==> src/rtl/conv_transpose_stream_if.sv <==
// Handshake and kernel-load bundle for conv_transpose_stream.
// The slave side is the engine; the master side is its upstream/downstream driver.
interface conv_transpose_stream_if #(
  parameter int BIT_REP_IN  = 8,
  parameter int BIT_REP_OUT = 8,
  parameter int KA_W        = 4
);
  logic                          k_we;
  logic [KA_W-1:0]               k_addr;
  logic signed [BIT_REP_IN-1:0]  k_data;
  logic                          in_valid;
  logic                          in_ready;
  logic signed [BIT_REP_IN-1:0]  in_data;
  logic                          out_valid;
  logic                          out_ready;
  logic signed [BIT_REP_OUT-1:0] out_data;
  logic                          frame_done;
  logic                          busy;

  modport master (
    output k_we, k_addr, k_data, in_valid, in_data, out_ready,
    input  in_ready, out_valid, out_data, frame_done, busy
  );

  modport slave (
    input  k_we, k_addr, k_data, in_valid, in_data, out_ready,
    output in_ready, out_valid, out_data, frame_done, busy
  );
endinterface

==> src/rtl/conv_transpose_stream.sv <==
// Stride-1 transposed convolution: scatters each raster-order input pixel through a
// KxK kernel into a frame-sized accumulator, then drains a requantised cropped frame.
module conv_transpose_stream #(
  parameter int BIT_REP_IN  = 8,
  parameter int BIT_REP_OUT = 8,
  parameter int IN_LENGTH   = 8,
  parameter int IN_WIDTH    = 8,
  parameter int KERNEL_SIZE = 3,
  parameter int ACC_W       = 24,
  parameter int OUT_SHIFT   = 8
) (
  input logic                   clk,
  input logic                   rst,
  conv_transpose_stream_if.slave bus
);
  localparam int KK   = KERNEL_SIZE * KERNEL_SIZE;
  localparam int PAD  = (KERNEL_SIZE - 1) / 2;
  localparam int KA_W = (KK > 1) ? $clog2(KK) : 1;
  localparam int RW   = (IN_LENGTH > 1) ? $clog2(IN_LENGTH) : 1;
  localparam int CW   = (IN_WIDTH > 1) ? $clog2(IN_WIDTH) : 1;
  localparam int UW   = (KERNEL_SIZE > 1) ? $clog2(KERNEL_SIZE) : 1;
  localparam int PW   = 2 * BIT_REP_IN;
  localparam logic signed [ACC_W-1:0] SAT_MAX = ACC_W'((2 ** (BIT_REP_OUT - 1)) - 1);
  localparam logic signed [ACC_W-1:0] SAT_MIN = ~SAT_MAX;

  typedef enum logic [1:0] {ACCEPT, SCATTER, DRAIN} state_t;

  state_t                        state_q, state_d;
  logic [RW-1:0]                 pr_q, pr_d, dr_q, dr_d;
  logic [CW-1:0]                 pc_q, pc_d, dc_q, dc_d;
  logic [UW-1:0]                 u_q, u_d, v_q, v_d;
  logic signed [BIT_REP_IN-1:0]  x_q, x_d;
  logic signed [BIT_REP_IN-1:0]  kern_q [KK];
  logic signed [BIT_REP_IN-1:0]  kern_d [KK];
  logic signed [ACC_W-1:0]       acc_q [IN_LENGTH][IN_WIDTH];
  logic signed [ACC_W-1:0]       acc_d [IN_LENGTH][IN_WIDTH];
  logic                          fd_q, fd_d;

  logic                          busy, in_fire, out_fire, last_mac, last_pix, last_out, tgt_ok;
  logic [KA_W-1:0]               kidx;
  int                            tr, tc;
  logic signed [PW-1:0]          prod;
  logic signed [ACC_W-1:0]       prod_ext, rd_acc, shifted, clamped;

  // pr/pc count pixels of the frame; nonzero while ACCEPT means a frame is in flight
  assign busy     = (state_q != ACCEPT) || (pr_q != '0) || (pc_q != '0);
  assign in_fire  = bus.in_valid && (state_q == ACCEPT);
  assign out_fire = bus.out_ready && (state_q == DRAIN);
  assign last_mac = (u_q == UW'(KERNEL_SIZE - 1)) && (v_q == UW'(KERNEL_SIZE - 1));
  assign last_pix = (pr_q == RW'(IN_LENGTH - 1)) && (pc_q == CW'(IN_WIDTH - 1));
  assign last_out = (dr_q == RW'(IN_LENGTH - 1)) && (dc_q == CW'(IN_WIDTH - 1));

  assign kidx     = KA_W'(int'(u_q) * KERNEL_SIZE + int'(v_q));
  assign tr       = int'(pr_q) + PAD - int'(u_q);
  assign tc       = int'(pc_q) + PAD - int'(v_q);
  assign tgt_ok   = (tr >= 0) && (tr < IN_LENGTH) && (tc >= 0) && (tc < IN_WIDTH);
  assign prod     = PW'(x_q) * PW'(kern_q[kidx]);
  assign prod_ext = ACC_W'(prod);

  assign rd_acc   = acc_q[dr_q][dc_q];
  assign shifted  = rd_acc >>> OUT_SHIFT;
  assign clamped  = (shifted > SAT_MAX) ? SAT_MAX : ((shifted < SAT_MIN) ? SAT_MIN : shifted);

  assign bus.in_ready   = (state_q == ACCEPT);
  assign bus.out_valid  = (state_q == DRAIN);
  assign bus.out_data   = (state_q == DRAIN) ? BIT_REP_OUT'(clamped) : '0;
  assign bus.frame_done = fd_q;
  assign bus.busy       = busy;

  always_comb begin
    state_d = state_q;
    pr_d    = pr_q;
    pc_d    = pc_q;
    dr_d    = dr_q;
    dc_d    = dc_q;
    u_d     = u_q;
    v_d     = v_q;
    x_d     = x_q;
    kern_d  = kern_q;
    acc_d   = acc_q;
    fd_d    = 1'b0;
    unique case (state_q)
      ACCEPT: begin
        // a weight write racing the first pixel of a frame loses
        if (in_fire) begin
          x_d     = bus.in_data;
          u_d     = '0;
          v_d     = '0;
          state_d = SCATTER;
        end else if (bus.k_we && !busy && (int'(bus.k_addr) < KK)) begin
          kern_d[bus.k_addr] = bus.k_data;
        end
      end
      SCATTER: begin
        if (tgt_ok) acc_d[RW'(tr)][CW'(tc)] = acc_q[RW'(tr)][CW'(tc)] + prod_ext;
        if (v_q == UW'(KERNEL_SIZE - 1)) begin
          v_d = '0;
          u_d = u_q + 1'b1;
        end else begin
          v_d = v_q + 1'b1;
        end
        if (last_mac) begin
          u_d = '0;
          if (last_pix) begin
            pr_d    = '0;
            pc_d    = '0;
            state_d = DRAIN;
          end else begin
            state_d = ACCEPT;
            if (pc_q == CW'(IN_WIDTH - 1)) begin
              pc_d = '0;
              pr_d = pr_q + 1'b1;
            end else begin
              pc_d = pc_q + 1'b1;
            end
          end
        end
      end
      DRAIN: begin
        // clearing on transfer leaves the array ready for the next frame
        if (out_fire) begin
          acc_d[dr_q][dc_q] = '0;
          if (last_out) begin
            dr_d    = '0;
            dc_d    = '0;
            fd_d    = 1'b1;
            state_d = ACCEPT;
          end else if (dc_q == CW'(IN_WIDTH - 1)) begin
            dc_d = '0;
            dr_d = dr_q + 1'b1;
          end else begin
            dc_d = dc_q + 1'b1;
          end
        end
      end
      default: state_d = ACCEPT;
    endcase
  end

  always_ff @(posedge clk or posedge rst) begin
    if (rst) begin
      state_q <= ACCEPT;
      pr_q    <= '0;
      pc_q    <= '0;
      dr_q    <= '0;
      dc_q    <= '0;
      u_q     <= '0;
      v_q     <= '0;
      x_q     <= '0;
      kern_q  <= '{default: '0};
      acc_q   <= '{default: '0};
      fd_q    <= 1'b0;
    end else begin
      state_q <= state_d;
      pr_q    <= pr_d;
      pc_q    <= pc_d;
      dr_q    <= dr_d;
      dc_q    <= dc_d;
      u_q     <= u_d;
      v_q     <= v_d;
      x_q     <= x_d;
      kern_q  <= kern_d;
      acc_q   <= acc_d;
      fd_q    <= fd_d;
    end
  end
endmodule

==> src/flat_wrapper.sv <==
// flat-port wrapper written by rule: the top's interface ports become plain ports
module conv_transpose_stream_flat 
#(
  parameter int BIT_REP_IN  = 8,
  parameter int BIT_REP_OUT = 8,
  parameter int IN_LENGTH   = 8,
  parameter int IN_WIDTH    = 8,
  parameter int KERNEL_SIZE = 3,
  parameter int ACC_W       = 24,
  parameter int OUT_SHIFT   = 8
)
  (clk, rst, bus_k_we, bus_k_addr, bus_k_data, bus_in_valid, bus_in_data, bus_out_ready, bus_in_ready, bus_out_valid, bus_out_data, bus_frame_done, bus_busy);
  conv_transpose_stream_if #(.BIT_REP_IN(BIT_REP_IN), .BIT_REP_OUT(BIT_REP_OUT)) bus_i ();
  input logic clk;
  input logic rst;
  input wire logic [$bits(bus_i.k_we)-1:0] bus_k_we;
  input wire logic [$bits(bus_i.k_addr)-1:0] bus_k_addr;
  input wire logic [$bits(bus_i.k_data)-1:0] bus_k_data;
  input wire logic [$bits(bus_i.in_valid)-1:0] bus_in_valid;
  input wire logic [$bits(bus_i.in_data)-1:0] bus_in_data;
  input wire logic [$bits(bus_i.out_ready)-1:0] bus_out_ready;
  output wire logic [$bits(bus_i.in_ready)-1:0] bus_in_ready;
  output wire logic [$bits(bus_i.out_valid)-1:0] bus_out_valid;
  output wire logic [$bits(bus_i.out_data)-1:0] bus_out_data;
  output wire logic [$bits(bus_i.frame_done)-1:0] bus_frame_done;
  output wire logic [$bits(bus_i.busy)-1:0] bus_busy;
  assign bus_i.k_we = bus_k_we;
  assign bus_i.k_addr = bus_k_addr;
  assign bus_i.k_data = bus_k_data;
  assign bus_i.in_valid = bus_in_valid;
  assign bus_i.in_data = bus_in_data;
  assign bus_i.out_ready = bus_out_ready;
  assign bus_in_ready = bus_i.in_ready;
  assign bus_out_valid = bus_i.out_valid;
  assign bus_out_data = bus_i.out_data;
  assign bus_frame_done = bus_i.frame_done;
  assign bus_busy = bus_i.busy;
  conv_transpose_stream #(.BIT_REP_IN(BIT_REP_IN), .BIT_REP_OUT(BIT_REP_OUT), .IN_LENGTH(IN_LENGTH), .IN_WIDTH(IN_WIDTH), .KERNEL_SIZE(KERNEL_SIZE), .ACC_W(ACC_W), .OUT_SHIFT(OUT_SHIFT)) u_core (.clk(clk), .rst(rst), .bus(bus_i));
endmodule
==> config.mk <==
export PLATFORM = sky130hd
export DESIGN_NAME = conv_transpose_stream_flat
export DESIGN_NICKNAME = d
export VERILOG_FILES = /design/src/rtl/conv_transpose_stream_if.sv /design/src/rtl/conv_transpose_stream.sv /design/src/flat_wrapper.sv
export SDC_FILE = /design/constraint.sdc
export NUM_CORES = 2
export LEC_CHECK = 0
export CAP_MARGIN = 20
export CORE_MARGIN = 10
export CORE_UTILIZATION = 50
export CTS_CLUSTER_DIAMETER = 40
export DETAILED_ROUTE_END_ITERATION = 12
export PLACE_DENSITY = 0.74
export SYNTH_ARGS = -nofsm -noshare
export SYNTH_HDL_FRONTEND = slang
export SYNTH_SLANG_ARGS = --single-unit
==> constraint.sdc <==
create_clock -name clk -period 59.6 [get_ports clk]
set_input_delay 8.94 -clock clk [delete_from_list [all_inputs] [get_ports clk]]
set_output_delay 8.94 -clock clk [all_outputs]
set_load 0.01 [all_outputs]
# Word-level counts from Yosys, hierarchy flattened
# Index checks and enable logic that the tools add are counted.
# classes
reduce_logical	36
n_bitwise	9
magnitude_cmp	18
mux	56
mul	2
n_addsub	12
n_eq_ne	14
# op_table
operator	n
$mux W1536	2
$pmux W1536 S2	1
$and A1536 B1536 Y1536	1
$bwmux W1536	1
$not A1536 Y1536	1
$bmux W192 S3	2
$demux W192 S3	2
$mux W192	6
$bmux W24 S3	2
$demux W24 S3	2
$mux W24	6
$bwmux W72	1
$ge A32 B1 Y1 const B	2
$lt A32 B5 Y1 const B	2
$sub A32 B3 Y32	2
$mux W8	6
$bmux W8 S4	1
$demux W8 S4	1
$add A24 B16 Y24	1
$mux W3	8
$mux W2	9
$gt A16 B8 Y1 const B	1
$lt A16 B8 Y1 const B	1
$mul A8 B8 Y16	1
33 further kinds	85
# word_totals
word_cells	229
output_inout_bits	12
input_bits	25
reg_bits	1635

# Depth between registers and ports, before layout
# depth
ltp_word	13
ltp_mapped	36
mapped_depth_nobuf	33

# Least setup slack after synthesis
# No wires, ideal clock.
# synth_timing
path_type	register to output
start	reg u_core.dr_q[1]
end	out bus_out_data[0]
stages_incl_launch_ff	12
t_arrival_ps	2707
required_time_ps	50660
slack_ps	47953
n_path_buf	6
cell_sequence	dfrtp_1 -> buf_6 -> buf_6 -> buf_6 -> buf_4 -> buf_4 -> clkbuf_1 -> mux4_2 -> mux4_2 -> mux2_2 -> a21oi_1 -> o21ai_1
# synth_between
elab_chain_len	11
elab_cells_between_ends	12
classes_between	order compare (2); mux (9); bitwise (1)
# synth_lines
item	line	source
start: declaration	conv_transpose_stream.sv:29	logic [RW-1:0] pr_q, pr_d, dr_q, dr_d;
start signal: assignment	conv_transpose_stream.sv:157	dr_q <= dr_d;
$not A3 Y4 (implied by the code) (*)	conv_transpose_stream.sv:60	assign rd_acc = acc_q[dr_q][dc_q];
$bmux W192 S3 (*)	conv_transpose_stream.sv:60	
$mux W192 (implied by the code) (*) (2 in series)	conv_transpose_stream.sv:60	
$bmux W24 S3 (*)	conv_transpose_stream.sv:60	
$mux W24 (implied by the code) (*) (2 in series)	conv_transpose_stream.sv:60	
$lt A16 B8 Y1	conv_transpose_stream.sv:62	assign clamped = (shifted > SAT_MAX) ? SAT_MAX : ((shifted < SAT_MIN) ? SAT_MIN : shifted);
$mux W8	conv_transpose_stream.sv:62	
$mux W8 (*)	conv_transpose_stream.sv:62	
$mux W8 (*)	conv_transpose_stream.sv:66	assign bus.out_data = (state_q == DRAIN) ? BIT_REP_OUT'(clamped) : '0;
end: declaration	flat_wrapper.sv:24	output wire logic [$bits(bus_i.out_data)-1:0] bus_out_data;
# Every way passes the cells marked *; elsewhere a longest branch is shown, timed or not. The select of a mux whose other input is x is not followed.

# Worst setup path after layout
# Ends and elaborated chain as after synthesis.

==> results.cfg <==
[final_layout]
syn_to_final_growth_pct = 12.6
fill_cells = 12500
final_common_cell = dfrtp_1
fin_nets = 6671
layout-drive-gt1-share_pct = 14.3
mostFrequentLayoutCells = dfrtp_1 (1631), and2_1 (1194), mux2i_1 (420), a22o_1 (377), o22ai_1 (327)

[run]
maxCapViolCount = 0

[sta]
skew_ps = 33.5
hold_violations = 0
slew_headroom_pct = 12.6
timing_worst_slew_pin_value_ps = 1310
fin_crit_ps = 16440
final-setup-viol-count = 0
fmax_mhz = 60.8
rsz0062_at_grt = false
setup_tns_ps = 0
slew_violations = 0
post-route-period-util_pct = 27.6

[setup_path]
slowest_delay_ps = 820
path_cells = buf_12 > buf_4 > buf_4 > mux4_2 > mux2i_1 > nor2_1 > a21oi_2 > o211ai_1 > nor4_2 > nand4_1 > or4_1 > nand3_2 > o21ai_1 > clkdlybuf4s50_1
cp_slowest_cell = buf_4
worstPathRequired_ps = 50660
crit_path_end_kind = primary output
path_common_cell = buf_4
path_max_fanout = 108
crit_path_start_kind = flop
critPathTopFamily = buffers and inverters
cp_data_arrival_time_ps = 7500
worstRegToRegCells = 31
path_depth = 14
crit_buf_inv = 4
critical_path_class = reg2out

[yosys]
synth_nets = 6784
syn_inst = 6574
synth_top_area_share_pct = 52.0
ys_types = 83
netlist_area_sq_um = 78700
synth-edff-count = 0
synth_top_cell_by_area = dfrtp_1
yosysWarnings = 0
async_flop_share_pct = 100
synth.area.top_cells = dfrtp_1 (52%), and2_1 (9.5%), mux4_2 (5.5%)
synth_seq_area_share_pct = 52.0
syn_area_per_cell_sq_um = 12.0
synth_seq_cells = 1635
ys.flop_type = dfrtp_1

[placement]
dpl.hpwl_um = 170000
place_congestion = 0.990
portBuffers = 36

[detailed_routing]
drc = 0
vias = 59500
drt-initial-drc-count = 8911
drt-total-wl_um = 274000
first_pass_iters = 7
detail_route.wl_per_cell_um = 31.5
drt-vias-per-instance = 6.84
ant_nets = 0

[floorplanning]
die_w_um = 417
fp.dieH_um = 417
rows = 145
dieArea_sq_um = 174000
core_area_sq_um = 156000
io_pins = 37
start_util_pct = 50.3

[global_route]
grt_pass1_wl_um = 407000
grt_max_degree = 189
grtUsageTotal_pct = 30.9
antenna_found_initial = 11
globalRouteOverflowTotal = 0
first_global_vias = 60300

[clock_network]
cts_hold_buf = 0
clockBufferDepth = 3
clock_latency_ps = 860
postCtsSetupBuffers = 0
cts_made_buffers = 200
cts_resized = 0
cts_tree = yes
h-tree-depth = 4
clkTransAtPathRegs_ps = 60
cts-root-buf = clkbuf_16
cts_sinks = 1635

[power_and_ir_drop]
finalPower_mw = 4.47
leakagePower_nw = 40.2
peakVddDrop_mv = 0.0997
powerDensity_nw_per_um2 = 50.5

[status]
outcome = completed

[min_path]
hold_depth = 1
hp-class = reg2reg
==> where the power goes <==
part           internal, mW  total (mW)  leakage [nW]  switching [mW]
Clock                 0.776        1.31          3.48           0.533
Combinational         0.595        1.91          14.1            1.31
Sequential             1.17        1.25          22.6          0.0770
Total                  2.55        4.47          40.2            1.92
==> cells in the mapped netlist (all sizes together) (10+ instances only) <==
cell type  number
a211oi         27
a21oi         100
a221o          72
a221oi         51
a22o          377
a22oi         226
a311oi         33
a31oi          47
and2         1196
and3           11
buf           171
clkbuf        350
dfrtp        1635
fa            109
ha             76
inv           124
mux2          141
mux2i         420
mux4          195
nand2         215
nand3          34
nand4          29
nor2          181
nor2b          12
nor3          103
nor4           10
o21ai         131
o221ai         23
o22a           20
o22ai         327
o311ai         21
xnor2          24
==> per-stage QoR <==
step                      cells  instance area (sq um)  worst slack, ps  hold WS (ps)  util [%]
final                      8702                  88600            43160           481      56.6
after global routing       8690                  88500            43110           491      56.6
after CTS                  8681                  88400            43430           485      56.5
after detailed placement   8308                  81100            44150           470      51.9
after global placement     8305                  81100            44320           464      51.9
after floorplan            6574                  78700             4520           447         -
==> registers in the layout (all words and copies together), names as in the netlist <==
name / cells
u_core.acc_q: 1536
u_core.v_q: 2
u_core.dr_q: 3
u_core.u_q: 2
u_core.state_q: 2
u_core.kern_q: 72
u_core.x_q: 8
u_core.pc_q: 3
u_core.bus.frame_done: 1
u_core.pr_q: 3
u_core.dc_q: 3
==> layer usage <==
metal	GRT usage, %	vias to the layer above	wire, um
met5	0.389	-	143
li1	-	23700	-
met3	9.48	1034	33400
met2	44.9	4373	117000
met4	20.7	8	21400
met1	39.9	30400	102000
==> cell type report <==
class                           count  area (sq um)  area share (%)
Antenna cell                       12          30.0          0.0339
Clock buffer                      244          5370            6.06
Clock inverter                    129          1860            2.10
Inverter                          124           474           0.535
Multi-Input combinational cell   4294         35400            40.0
Sequential cell                  1635         40900            46.2
Tap cell                         2058          2570            2.91
Timing Repair Buffer              206          1890            2.13
==> worst paths after layout <==
kind | start | to | slack [ps]
min in group asynchronous | rst | u_core.acc_q[49] | 8700
max | u_core.dr_q[1] | bus_out_data[0] | 43160
max reg2reg | u_core.pr_q[0] | u_core.acc_q[1487] | 48200
min reg2reg | u_core.acc_q[220] | u_core.acc_q[220] | 480
max in group asynchronous | rst | u_core.acc_q[1289] | 45200
min | u_core.acc_q[220] | u_core.acc_q[220] | 480
==> logic make-up after synthesis <==
kind of cell	Yosys count	share of synthesized area (%)
AO/OA/AOI/OAI	1497	14.1
XOR/XNOR	28	0.340
adder cells (fa/ha/maj)	185	3.98
buffers and inverters	645	3.48
flip-flops	1635	52.0
multiplexers	756	13.0
AND/OR/NAND/NOR	1828	13.2
Note: power is estimated with default switching activity, not from simulation.
